--- src/rtl/tlm_hdl2hvl_rr_arbiter.sv ---
// Round-robin arbiter that merges several valid/ready producers into one tagged,
// registered beat stream for a single HDL-to-HVL TLM FIFO, with a per-grant burst lock.
module tlm_hdl2hvl_rr_arbiter #(
    parameter int  Twidth = 32,
    parameter int  Nreq   = 4,
    parameter int  Burst  = 4,
    localparam int id_w   = (Nreq > 1) ? $clog2(Nreq) : 1,
    localparam int cnt_w  = (Burst > 1) ? $clog2(Burst) : 1
) (
    input  logic                     clock,
    input  logic                     reset_n,
    input  logic [Nreq-1:0]          req_valid,
    output logic [Nreq-1:0]          req_ready,
    input  logic [Nreq*Twidth-1:0]   req_dat,
    output logic                     out_valid,
    input  logic                     out_ready,
    output logic [id_w+Twidth-1:0]   out_dat
);

    logic [id_w-1:0]  ptr_r;
    logic [id_w-1:0]  owner_r;
    logic             locked_r;
    logic [cnt_w-1:0] cnt_r;

    logic [id_w-1:0]  start_s;
    logic [id_w-1:0]  sel_s;
    logic             any_s;
    logic             slot_s;
    logic             accept_s;
    logic             release_s;
    logic             burst_end_s;
    logic [cnt_w-1:0] cnt_base_s;

    function automatic logic [id_w-1:0] next_idx(input logic [id_w-1:0] idx);
        logic [id_w-1:0] res;
        if (int'(idx) >= Nreq - 1) begin
            res = {id_w{1'b0}};
        end else begin
            res = idx + id_w'(1'b1);
        end
        return res;
    endfunction

    function automatic logic [id_w-1:0] wrap_idx(input logic [id_w-1:0] base, input int k);
        int s;
        s = int'(base) + k;
        if (s >= Nreq) begin
            s = s - Nreq;
        end else begin
            s = s + 0;
        end
        return id_w'(s);
    endfunction

    // Search start: a still-requesting owner keeps the grant, a dropped owner passes to its successor
    always_comb begin
        if (locked_r) begin
            if (req_valid[owner_r]) begin
                start_s = owner_r;
            end else begin
                start_s = next_idx(owner_r);
            end
        end else begin
            start_s = ptr_r;
        end
    end

    // First valid requester in wrapping order from start_s
    always_comb begin
        sel_s = start_s;
        any_s = 1'b0;
        for (int k = 0; k < Nreq; k++) begin
            sel_s = (req_valid[wrap_idx(start_s, k)] && !any_s) ? wrap_idx(start_s, k) : sel_s;
            any_s = any_s | req_valid[wrap_idx(start_s, k)];
        end
    end

    // Handshake qualifiers; a released lock restarts the beat count before this cycle's accept
    always_comb begin
        slot_s      = ~out_valid | out_ready;
        accept_s    = any_s & slot_s;
        release_s   = slot_s & locked_r & ~req_valid[owner_r];
        cnt_base_s  = release_s ? {cnt_w{1'b0}} : cnt_r;
        burst_end_s = ((int'(cnt_base_s) + 32'sd1) == Burst);
    end

    // One-hot ready toward the selected requester
    always_comb begin
        req_ready = {Nreq{1'b0}};
        for (int i = 0; i < Nreq; i++) begin
            req_ready[i] = reset_n & accept_s & (sel_s == id_w'(i));
        end
    end

    // Arbitration state and output beat register
    always_ff @(posedge clock or negedge reset_n) begin
        if (!reset_n) begin
            ptr_r     <= {id_w{1'b0}};
            owner_r   <= {id_w{1'b0}};
            locked_r  <= 1'b0;
            cnt_r     <= {cnt_w{1'b0}};
            out_valid <= 1'b0;
            out_dat   <= {(id_w+Twidth){1'b0}};
        end else begin
            if (release_s) begin
                locked_r <= 1'b0;
                cnt_r    <= {cnt_w{1'b0}};
                ptr_r    <= next_idx(owner_r);
            end
            if (accept_s) begin
                out_valid <= 1'b1;
                out_dat   <= {sel_s, req_dat[int'(sel_s)*Twidth +: Twidth]};
                if (burst_end_s) begin
                    locked_r <= 1'b0;
                    cnt_r    <= {cnt_w{1'b0}};
                    ptr_r    <= next_idx(sel_s);
                end else begin
                    locked_r <= 1'b1;
                    owner_r  <= sel_s;
                    cnt_r    <= cnt_base_s + cnt_w'(1'b1);
                end
            end else if (out_ready) begin
                out_valid <= 1'b0;
            end
        end
    end

endmodule

--- config.mk ---
export PLATFORM = sky130hd
export DESIGN_NAME = tlm_hdl2hvl_rr_arbiter
export DESIGN_NICKNAME = d
export VERILOG_FILES = /design/src/rtl/tlm_hdl2hvl_rr_arbiter.sv
export SDC_FILE = /design/constraint.sdc
export NUM_CORES = 1
export LEC_CHECK = 0
export ABC_CLOCK_PERIOD_IN_PS = 3400
export BUFFER_PORTS_ARGS = -buffer_cell sky130_fd_sc_hd__buf_2
export CORE_MARGIN = 3
export CORE_UTILIZATION = 43
export CTS_CLUSTER_SIZE = 16
export DETAILED_ROUTE_END_ITERATION = 10
export PLACE_DENSITY = 0.9
export SETUP_SLACK_MARGIN = 0.4
export SLEW_MARGIN = 20
export SYNTH_ARGS = -nofsm -noshare
export SYNTH_HDL_FRONTEND = slang
export SYNTH_SLANG_ARGS = --single-unit
--- constraint.sdc ---
create_clock -name clock -period 3.4 [get_ports clock]
set_input_delay 0.34 -clock clock [delete_from_list [all_inputs] [get_ports clock]]
set_output_delay 0.34 -clock clock [all_outputs]
set_load 0.01 [all_outputs]
==> flow_summary.ini, run 1 <==
[grt]
track_usage = 0.2033
overflow = 0
grt_max_degree = 43
grt_pass1_vias = 2804
grt_pass1_wl_mm = 12.24
antenna_found_initial = 0

[critical_path]
worst_ep_required_time_ps = 3060
cp-endpoint = req_ready[0]
r2r_setup_slack_ps = 750
r2r_end = out_dat[10]$_DFFE_PN0N_
crit_path_max_incr_delay_ps = 470
critical_path_class = flop to output pin
rr_worst_depth = 8
cp_max_fo = 6
crit_slowest_cell = dfrtp_2
regToRegStartpoint = owner_r[0]$_DFFE_PN0P_
start_kind = flop
cp.depth = 9
cpLargestDelayFamily = compound AO/OA/AOI/OAI gates
crit_buf_inv = 2
crit_path_cell_trace = mux2_1, o21ai_1, o21ai_2, nor3b_1, o32a_1, inv_2, ha_1, and3_1, buf_2
startpoint = owner_r[0]$_DFFE_PN0P_
cp-end-kind = output pin
cp.arrival_ps = 2480

[floorplan]
fp.dieH_um = 85.43
ios = 174
dieWidth_um = 85.43
fp.coreArea_um2 = 6026
start_util = 0.4502
num_rows = 28
dieArea_um2 = 7297

[layout]
final_nets = 572
antennaDiodeCount = 0
drive_gt1_frac = 0.4792
area_growth_pct = 38.75

[synthesis]
synth_top_area_frac = 0.3875
synth_top_cell_by_area = dfrtp_1
synth_nets = 401
synth-seq-area-share = 0.3875
synth_area_um2 = 2713
ys_warn_count = 0
synthCells = 260
synthTopCellsByArea = dfrtp_1 39%, mux2i_1 25%, o221ai_1 10%, nand2_1 5.8%, ha_1 2.8%
synth-seq-cells = 42
synth.avg_cell_area_um2 = 10.43
synth_cell_types = 40

[clocking]
cts_root_buffer = clkbuf_8
cts_tree = built
cts_buffer_depth = 2
cts_hold_buf = 0
cts_max_level = 2
clock_sinks = 42
clk_latency_ps = 290
clk_pin_slew_ps = 80
numCtsBuffers = 5

[detailed_routing]
route.detailed.drc = 0
drt_iter0_drc = 112
vias_per_cell = 5.402
wl_mm = 7.666
routedWlPerCell_um = 15.12
ant_nets = 0
firstDrtPassIters = 4
dr_total_vias = 2739

[hold_path]
hold_class = input pin to asynchronous set/reset pin

[sta]
rsz0062_at_grt = no
setup_viol = 0
setup_tns_ps = 0
finalCriticalPeriod_ps = 2821
hold_violations = 0
timing.hold.ws_ps = 14.86
slew_headroom = 0.5737
fmax_ghz = 0.3545
period_share = 0.8296
slew_violations = 0
tightest_slew_ps = 637.2
clock_skew_ps = 6.531

[power_and_ir_drop]
vdd_ir_drop_max_mv = 0.5145
p_leak_nw = 2.059
p_per_area_nw_per_um2 = 806.1

[run]
cap_violations = 0

[run_status]
status = complete, no violations

[place]
hpwlAfterDp_mm = 5.955
io_buffers = 173
gp_congestion = 0.7868
cell families after synthesis:
| group | Yosys count | share of synthesized area |
|---|---|---|
| AND/OR/NAND/NOR | 60 | 0.09640 |
| adder cells (fa/ha/maj) | 6 | 0.02767 |
| flip-flops | 42 | 0.3875 |
| multiplexers | 71 | 0.2634 |
| buffers and inverters | 26 | 0.05812 |
| XOR/XNOR | 1 | 0.003229 |
| AO/OA/AOI/OAI | 54 | 0.1637 |
timing repair:
item,in CTS,in global routing
setup endpoints to repair,0,4
resized for setup,0,5
setup buffers,0,6
registers in the layout, summed over array words and instances, names as in the netlist:
signal and cells:
ptr_r 2, cnt_r 2, out_valid 1, owner_r 2
out_dat 34, locked_r 1
placed cells by master (no fill, tap or decap), drive strengths merged, types with 2 or more instances in the layout:
master  instances
buf           185
mux2i          68
nand2          43
dfrtp          42
o221ai         33
clkbuf          6
ha              6
o21ai           6
and3            5
inv             5
a21oi           5
nor2            4
mux2            3
nor2b           2
o31ai           2
final cells by class:
type	count	area, µm²
clock inverter	2	12.51
timing repair buffer	185	968.4
clock buffer	6	82.58
fill	492	2262
multi-input combinational	192	1534
sequential	42	1054
tap	75	93.84
inverter	5	18.77
metrics by stage:
step	cells	power [mW]	area [µm²]	setup slack, ps	util
2_1_floorplan	260	2.156	2713	855.4	-
3_3_place_gp	493	2.548	3602	869.3	0.5978
3_5_place_dp	493	2.621	3602	668.9	0.5978
4_1_cts	501	2.967	3697	449.1	0.6136
5_1_grt	507	3.266	3764	411.8	0.6246
6_report	507	3.034	3764	579.3	0.6246
power breakdown:
group | internal (mW) | leakage, nW | total [mW] | switching (mW)
sequential | 0.742 | 0.506 | 0.890 | 0.148
combinational | 0.871 | 1.51 | 1.81 | 0.941
clock | 0.163 | 0.0472 | 0.332 | 0.169
total | 1.78 | 2.06 | 3.03 | 1.26
routing by layer:
metal  GRT usage  up-vias  share of wire
met4     0.07482        0          0.019
li1            -     1316              -
met3     0.03786       16          0.068
met1      0.2292     1288           0.39
met2      0.3771      119           0.52
met5           0        -              0
cell usage after synthesis, drive strengths merged:
cell / instances
a221oi: 1
mux2i: 68
o31ai: 2
mux2: 3
o22ai: 1
dfrtp: 42
nand3: 1
o211ai: 1
o2bb2ai: 1
ha: 6
nor4: 1
nor3b: 1
nand2: 43
nand2b: 1
a21boi: 1
o221ai: 33
a2bb2oi: 1
a21oi: 5
o32a: 1
nor2: 4
nor3: 1
a21o: 1
inv: 5
or2: 1
buf: 14
o21ai: 6
clkbuf: 7
xnor2: 1
nor2b: 2
and3: 5
how the worst min path moves through the flow:
stage / endpoint / slack (ps) / cells past startpoint
2_1_floorplan: cnt_r[0]$_DFF_PN0_ / 40 / 0
6_report: out_valid$_DFFE_PN0P_ / 10 / 1
4_1_cts: owner_r[1]$_DFFE_PN0P_ / 9 / 1
3_5_place_dp: owner_r[1]$_DFFE_PN0P_ / 330 / 1
3_3_place_gp: owner_r[1]$_DFFE_PN0P_ / 330 / 1
5_1_grt: ptr_r[1]$_DFF_PN0_ / 30 / 1
Power figures use the tool's default switching activity.
==> run 2: changes to the inputs <==
--- a/config.mk
+++ b/config.mk
@@ -5,13 +5,13 @@
 export SDC_FILE = /design/constraint.sdc
 export NUM_CORES = 1
 export LEC_CHECK = 0
-export ABC_CLOCK_PERIOD_IN_PS = 3400
+export ABC_CLOCK_PERIOD_IN_PS = 2590
 export BUFFER_PORTS_ARGS = -buffer_cell sky130_fd_sc_hd__buf_2
 export CORE_MARGIN = 3
-export CORE_UTILIZATION = 43
+export CORE_UTILIZATION = 39
 export CTS_CLUSTER_SIZE = 16
 export DETAILED_ROUTE_END_ITERATION = 10
-export PLACE_DENSITY = 0.9
+export PLACE_DENSITY = 0.87
 export SETUP_SLACK_MARGIN = 0.4
 export SLEW_MARGIN = 20
 export SYNTH_ARGS = -nofsm -noshare
==> constraint.sdc (replaced) <==
create_clock -name clock -period 2.59 [get_ports clock]
set_input_delay 0.259 -clock clock [delete_from_list [all_inputs] [get_ports clock]]
set_output_delay 0.259 -clock clock [all_outputs]
set_load 0.01 [all_outputs]
==> run 2 against run 1 <==
- the run now ends with negative setup slack left
- wire length is 39% higher
- clock-buffer cell count is 1 higher
- global-route usage is 4.4 points higher
- largest cell class unchanged
==> flow_summary.ini, run 2 (synthesis results as in run 1) <==
[critical_path]
cp.arrival_ps = 2500
cp-end-kind = output pin
r2r_setup_slack_ps = -60
cp_max_fo = 6
critical_path_class = flop to output pin
start_kind = flop
worst_ep_required_time_ps = 2330

[layout]
seq_area_um2 = 1054
antennaDiodeCount = 0
area_growth_pct = 76.80
final_cell_mix = 170 x buf_2, 42 x mux2i_1, 41 x nand2_1
finalInstanceArea_um2 = 4796
fin_util = 0.7343
regMostFlops = out_dat
final_common_cell = buf_2
final_nets = 599
nFillCells = 436
multi_input_area_um2 = 1993
drive_gt1_frac = 0.6383
largest_reg_flops = 34
stdcell_count = 536

[clocking]
clk_latency_ps = 290
cts_tree = built
numCtsBuffers = 5
cts_root_buffer = clkbuf_8
clk_pin_slew_ps = 80
clock_sinks = 42
cts_max_level = 2
cts_buffer_depth = 2

[power_and_ir_drop]
p_per_area_nw_per_um2 = 1249
p_int_mw = 3.629
clkPwrFrac = 0.085
p_leak_nw = 2.344
power_frac_seq = 0.198
vdd_ir_drop_max_mv = 0.6032
p_sw_mw = 2.361
switching_share = 0.3941
power_mw = 5.991
pwr-share-comb = 0.717

[place]
dpl.cell_count = 496
io_buffers = 173
pre_cts_slack_ps = 45.73
gp_congestion = 0.8269
hpwlAfterDp_mm = 6.251
placed_area_um2 = 3676

[floorplan]
start_util = 0.4153
fp.dieH_um = 89.40
ios = 174
fp.coreArea_um2 = 6531
dieArea_um2 = 7992
num_rows = 29
dieWidth_um = 89.40

[run_status]
status = finished with violations
failed_checks = negative setup slack

[sta]
fmax_ghz = 0.3623
clock_skew_ps = 9.467
rsz0062_at_grt = yes
timing.hold.ws_ps = 255.9
setup_ws_ps = -170.4
slew_violations = 0
period_share = 1.066
tightest_slew_ps = 1061
finalCriticalPeriod_ps = 2760
setup_tns_ps = -1005
hold_violations = 0
slew_headroom = 0.2925
setup_viol = 20

[detailed_routing]
wl_mm = 10.67
drt_iter0_drc = 127
route.detailed.drc = 0
vias_per_cell = 5.618
routedWlPerCell_um = 19.91
ant_nets = 0
dr_total_vias = 3011
firstDrtPassIters = 4

[grt]
antenna_found_initial = 0
grt_pass1_vias = 2990
grt_pass1_wl_mm = 14.76
track_usage = 0.2469
overflow = 0
grt_max_degree = 36

[hold_path]
hold_class = input pin to flop

[run]
cap_violations = 0
run 2: final cells by class:
class                           instances  area share
Clock buffer                            7     0.01591
Clock inverter                          1    0.006261
Inverter                                5    0.004435
Multi-Input combinational cell        192      0.4156
Sequential cell                        42      0.2197
Tap cell                               77     0.02009
Timing Repair Buffer                  212      0.3180
run 2: what timing repair did:
item	CTS	global route
pin swaps	9	17
hold buffers	1	0
buffers inserted	13	5
resized for setup	59	47
endpoints found under the setup margin	41	42
hold endpoints to repair	7	0
cloned	10	3
run 2: layer usage:
| metal | vias to the layer above | routed length, µm | global-route usage | part of all wire |
|---|---|---|---|---|
| li1 | 1388 | - | - | - |
| met3 | 12 | 635 | 0.04700 | 0.059 |
| met2 | 147 | 5741 | 0.4548 | 0.54 |
| met1 | 1464 | 4147 | 0.2895 | 0.39 |
| met5 | - | 0 | 0 | 0 |
| met4 | 0 | 149 | 0.07172 | 0.014 |
run 2: final timing paths:
path	startpoint	end	depth (start not counted)
setup / recovery	owner_r[0]$_DFFE_PN0P_	req_ready[3]	10
hold / removal	req_dat[16]	out_dat[16]$_DFFE_PN0N_	3
min in group asynchronous	reset_n	out_dat[28]$_DFFE_PN0N_	2
hold reg to reg	out_dat[33]$_DFFE_PN0N_	out_dat[33]$_DFFE_PN0N_	2
max in group asynchronous	reset_n	owner_r[0]$_DFFE_PN0P_	3
setup reg to reg	owner_r[0]$_DFFE_PN0P_	out_dat[20]$_DFFE_PN0N_	12
run 2: power groups by stage:
stage / combinational [mW] / clock (mW) / sequential (mW)
final: 4.29 / 0.511 / 1.19
after global routing: 4.53 / 0.546 / 1.22
after CTS: 3.69 / 0.519 / 1.17
after detailed placement: 2.41 / 0 / 1.16
after global placement: 2.31 / 0 / 1.15
after floorplan: 1.60 / 0 / 1.28
run 2: worst max-delay path, cell delays in order (launching register included):
cell and delay, ps:
dfrtp_2 510, mux2_4 350, o21ai_4 190, o21ai_4 90, buf_4 140, buf_4 140
o221ai_4 250, inv_2 80, ha_1 190, and3_4 140, buf_4 130
==> run 3: changes to the inputs <==
--- a/config.mk
+++ b/config.mk
@@ -17,3 +17,4 @@
 export SYNTH_ARGS = -nofsm -noshare
 export SYNTH_HDL_FRONTEND = slang
 export SYNTH_SLANG_ARGS = --single-unit
+export TNS_END_PERCENT = 1
==> run 3 against run 2 <==
- the flow still finishes with violations (negative setup slack)
- register-to-register slack improved by 30 ps
- core utilization decreased by 12 points
- non-clock buffer count decreased by 18
- sequential cell count unchanged
- sequential power about the same
- clock power increased by 2%
- sequential share of layout area increased by 4.3 points
==> flow_summary.ini, run 3 (synthesis results as in run 1) <==
[run_status]
status = finished with violations
failed_checks = negative setup slack

[detailed_routing]
vias_per_cell = 5.452
firstDrtPassIters = 4
wl_mm = 8.391
ant_nets = 0
drt_iter0_drc = 151
route.detailed.drc = 0
routedWlPerCell_um = 16.20
dr_total_vias = 2824

[run]
cap_violations = 0

[critical_path]
r2r_end = out_dat[6]$_DFFE_PN0N_
start_kind = flop
cp_max_fo = 4
regToRegStartpoint = owner_r[1]$_DFFE_PN0P_
critical_path_class = flop to output pin
worst_ep_required_time_ps = 2330
cp.arrival_ps = 2430
cp-end-kind = output pin
r2r_setup_slack_ps = -30
rr_worst_depth = 12

[floorplan]
fp.coreArea_um2 = 6531
start_util = 0.4153
dieWidth_um = 89.40
num_rows = 29
dieArea_um2 = 7992
ios = 174
fp.dieH_um = 89.40

[hold_path]
hold_path_end = out_valid$_DFFE_PN0P_
holdCritStartpoint = out_ready
min_delay_path_depth = 4
hold_class = input pin to flop

[power_and_ir_drop]
power_frac_seq = 0.264
p_leak_nw = 2.146
p_int_mw = 2.648
p_per_area_nw_per_um2 = 1105
power_mw = 4.427
pwr-share-comb = 0.619
vdd_ir_drop_max_mv = 0.6834
p_sw_mw = 1.779
switching_share = 0.4018
clkPwrFrac = 0.117

[sta]
period_share = 1.039
clock_skew_ps = 4.211
tightest_slew_ps = 535.6
hold_violations = 0
finalCriticalPeriod_ps = 2691
slew_headroom = 0.6430
fmax_ghz = 0.3716
slew_violations = 0
setup_viol = 11
rsz0062_at_grt = yes
setup_ws_ps = -100.7
timing.hold.ws_ps = 261.1

[clocking]
clock_sinks = 42
clk_latency_ps = 290
cts_buffer_depth = 2
cts_max_level = 2
numCtsBuffers = 5
clk_pin_slew_ps = 80
cts_root_buffer = clkbuf_8
cts_tree = built

[place]
pre_cts_slack_ps = 19.39
placed_area_um2 = 3656
hpwlAfterDp_mm = 6.277
io_buffers = 173
gp_congestion = 0.8768

[layout]
area_growth_pct = 47.69
antennaDiodeCount = 0
finalInstanceArea_um2 = 4006
final_common_cell = buf_2
largest_reg_flops = 34
final_cell_mix = 172 x buf_2, 66 x mux2i_1, 42 x nand2_1
nFillCells = 539
drive_gt1_frac = 0.5125
final_nets = 581
fin_util = 0.6134
regMostFlops = out_dat

[grt]
antenna_found_initial = 0
grt_pass1_wl_mm = 12.68
grt_max_degree = 41
overflow = 0
grt_pass1_vias = 2812
track_usage = 0.2020
==> run 3: cell types whose count changed in the layout (fill, tap and decap cells not counted), moves of 3 or more <==
cell | before | now
mux2i_1 | 42 | 66
mux2i_2 | 17 | 1
o221ai_1 | 14 | 30
o221ai_2 | 17 | 2
buf_16 | 10 | 1
mux2i_4 | 9 | 1
buf_6 | 7 | 3
and3_1 | 0 | 3
==> run 3: layout make-up <==
| class | count | area [µm²] | share of cell area |
|---|---|---|---|
| Sequential cell | 42 | 1054 | 0.2630 |
| Multi-Input combinational cell | 192 | 1627 | 0.4060 |
| Tap cell | 77 | 96.34 | 0.02405 |
| Inverter | 5 | 18.77 | 0.004685 |
| Clock inverter | 1 | 30.03 | 0.007495 |
| Timing Repair Buffer | 194 | 1105 | 0.2758 |
| Clock buffer | 7 | 76.32 | 0.01905 |
==> run 3: timing repair <==
item,CTS,global route
pin swaps,7,2
setup buffers,11,0
resized for setup,18,14
hold buffers,1,0
endpoints found under the hold margin,20,0
endpoints found under the setup margin,39,41
==> run 3: stage by stage <==
step	setup TNS, ps	instances
2_1_floorplan	0	260
3_3_place_gp	0	498
3_5_place_dp	0	498
4_1_cts	-150.5	518
5_1_grt	-4933	518
6_report	-461.0	518
==> run 3: power by group through the flow <==
| stage | sequential (mW) | clock (mW) | combinational (mW) |
|---|---|---|---|
| after floorplan | 1.27 | 0 | 1.58 |
| after global placement | 1.15 | 0 | 2.28 |
| after detailed placement | 1.17 | 0 | 2.37 |
| after CTS | 1.16 | 0.534 | 2.65 |
| after global routing | 1.21 | 0.562 | 3.00 |
| final | 1.17 | 0.519 | 2.74 |
==> run 3: routing by layer <==
| metal | up-vias | part of all wire | global-route usage |
|---|---|---|---|
| met4 | 0 | 0.015 | 0.06089 |
| met1 | 1343 | 0.36 | 0.2255 |
| li1 | 1335 | - | - |
| met3 | 11 | 0.073 | 0.04608 |
| met5 | - | 0 | 0 |
| met2 | 135 | 0.55 | 0.3784 |
==> run 3: worst max-delay path by stage <==
stage                           startpoint                 endpoint  slack, ps  cells after the start
global placement    owner_r[0]$_DFFE_PN0P_             req_ready[1]        140                      9
global route        owner_r[1]$_DFFE_PN0P_             req_ready[0]       -250                      9
finish              owner_r[1]$_DFFE_PN0P_             req_ready[1]       -100                      9
CTS                 owner_r[1]$_DFFE_PN0P_             req_ready[0]        -40                      9
floorplan           owner_r[0]$_DFFE_PN0P_             req_ready[0]        170                     10
detailed placement  owner_r[1]$_DFFE_PN0P_  out_dat[14]$_DFFE_PN0N_         20                      8
==> run 3: critical path: stages, from the launching register on <==
cell	delay [ps]
dfrtp_2	450
mux2i_2	300
a221oi_4	100
or2_4	260
o2bb2ai_1	130
o32a_1	400
inv_2	90
ha_1	140
and3_4	170
buf_6	100
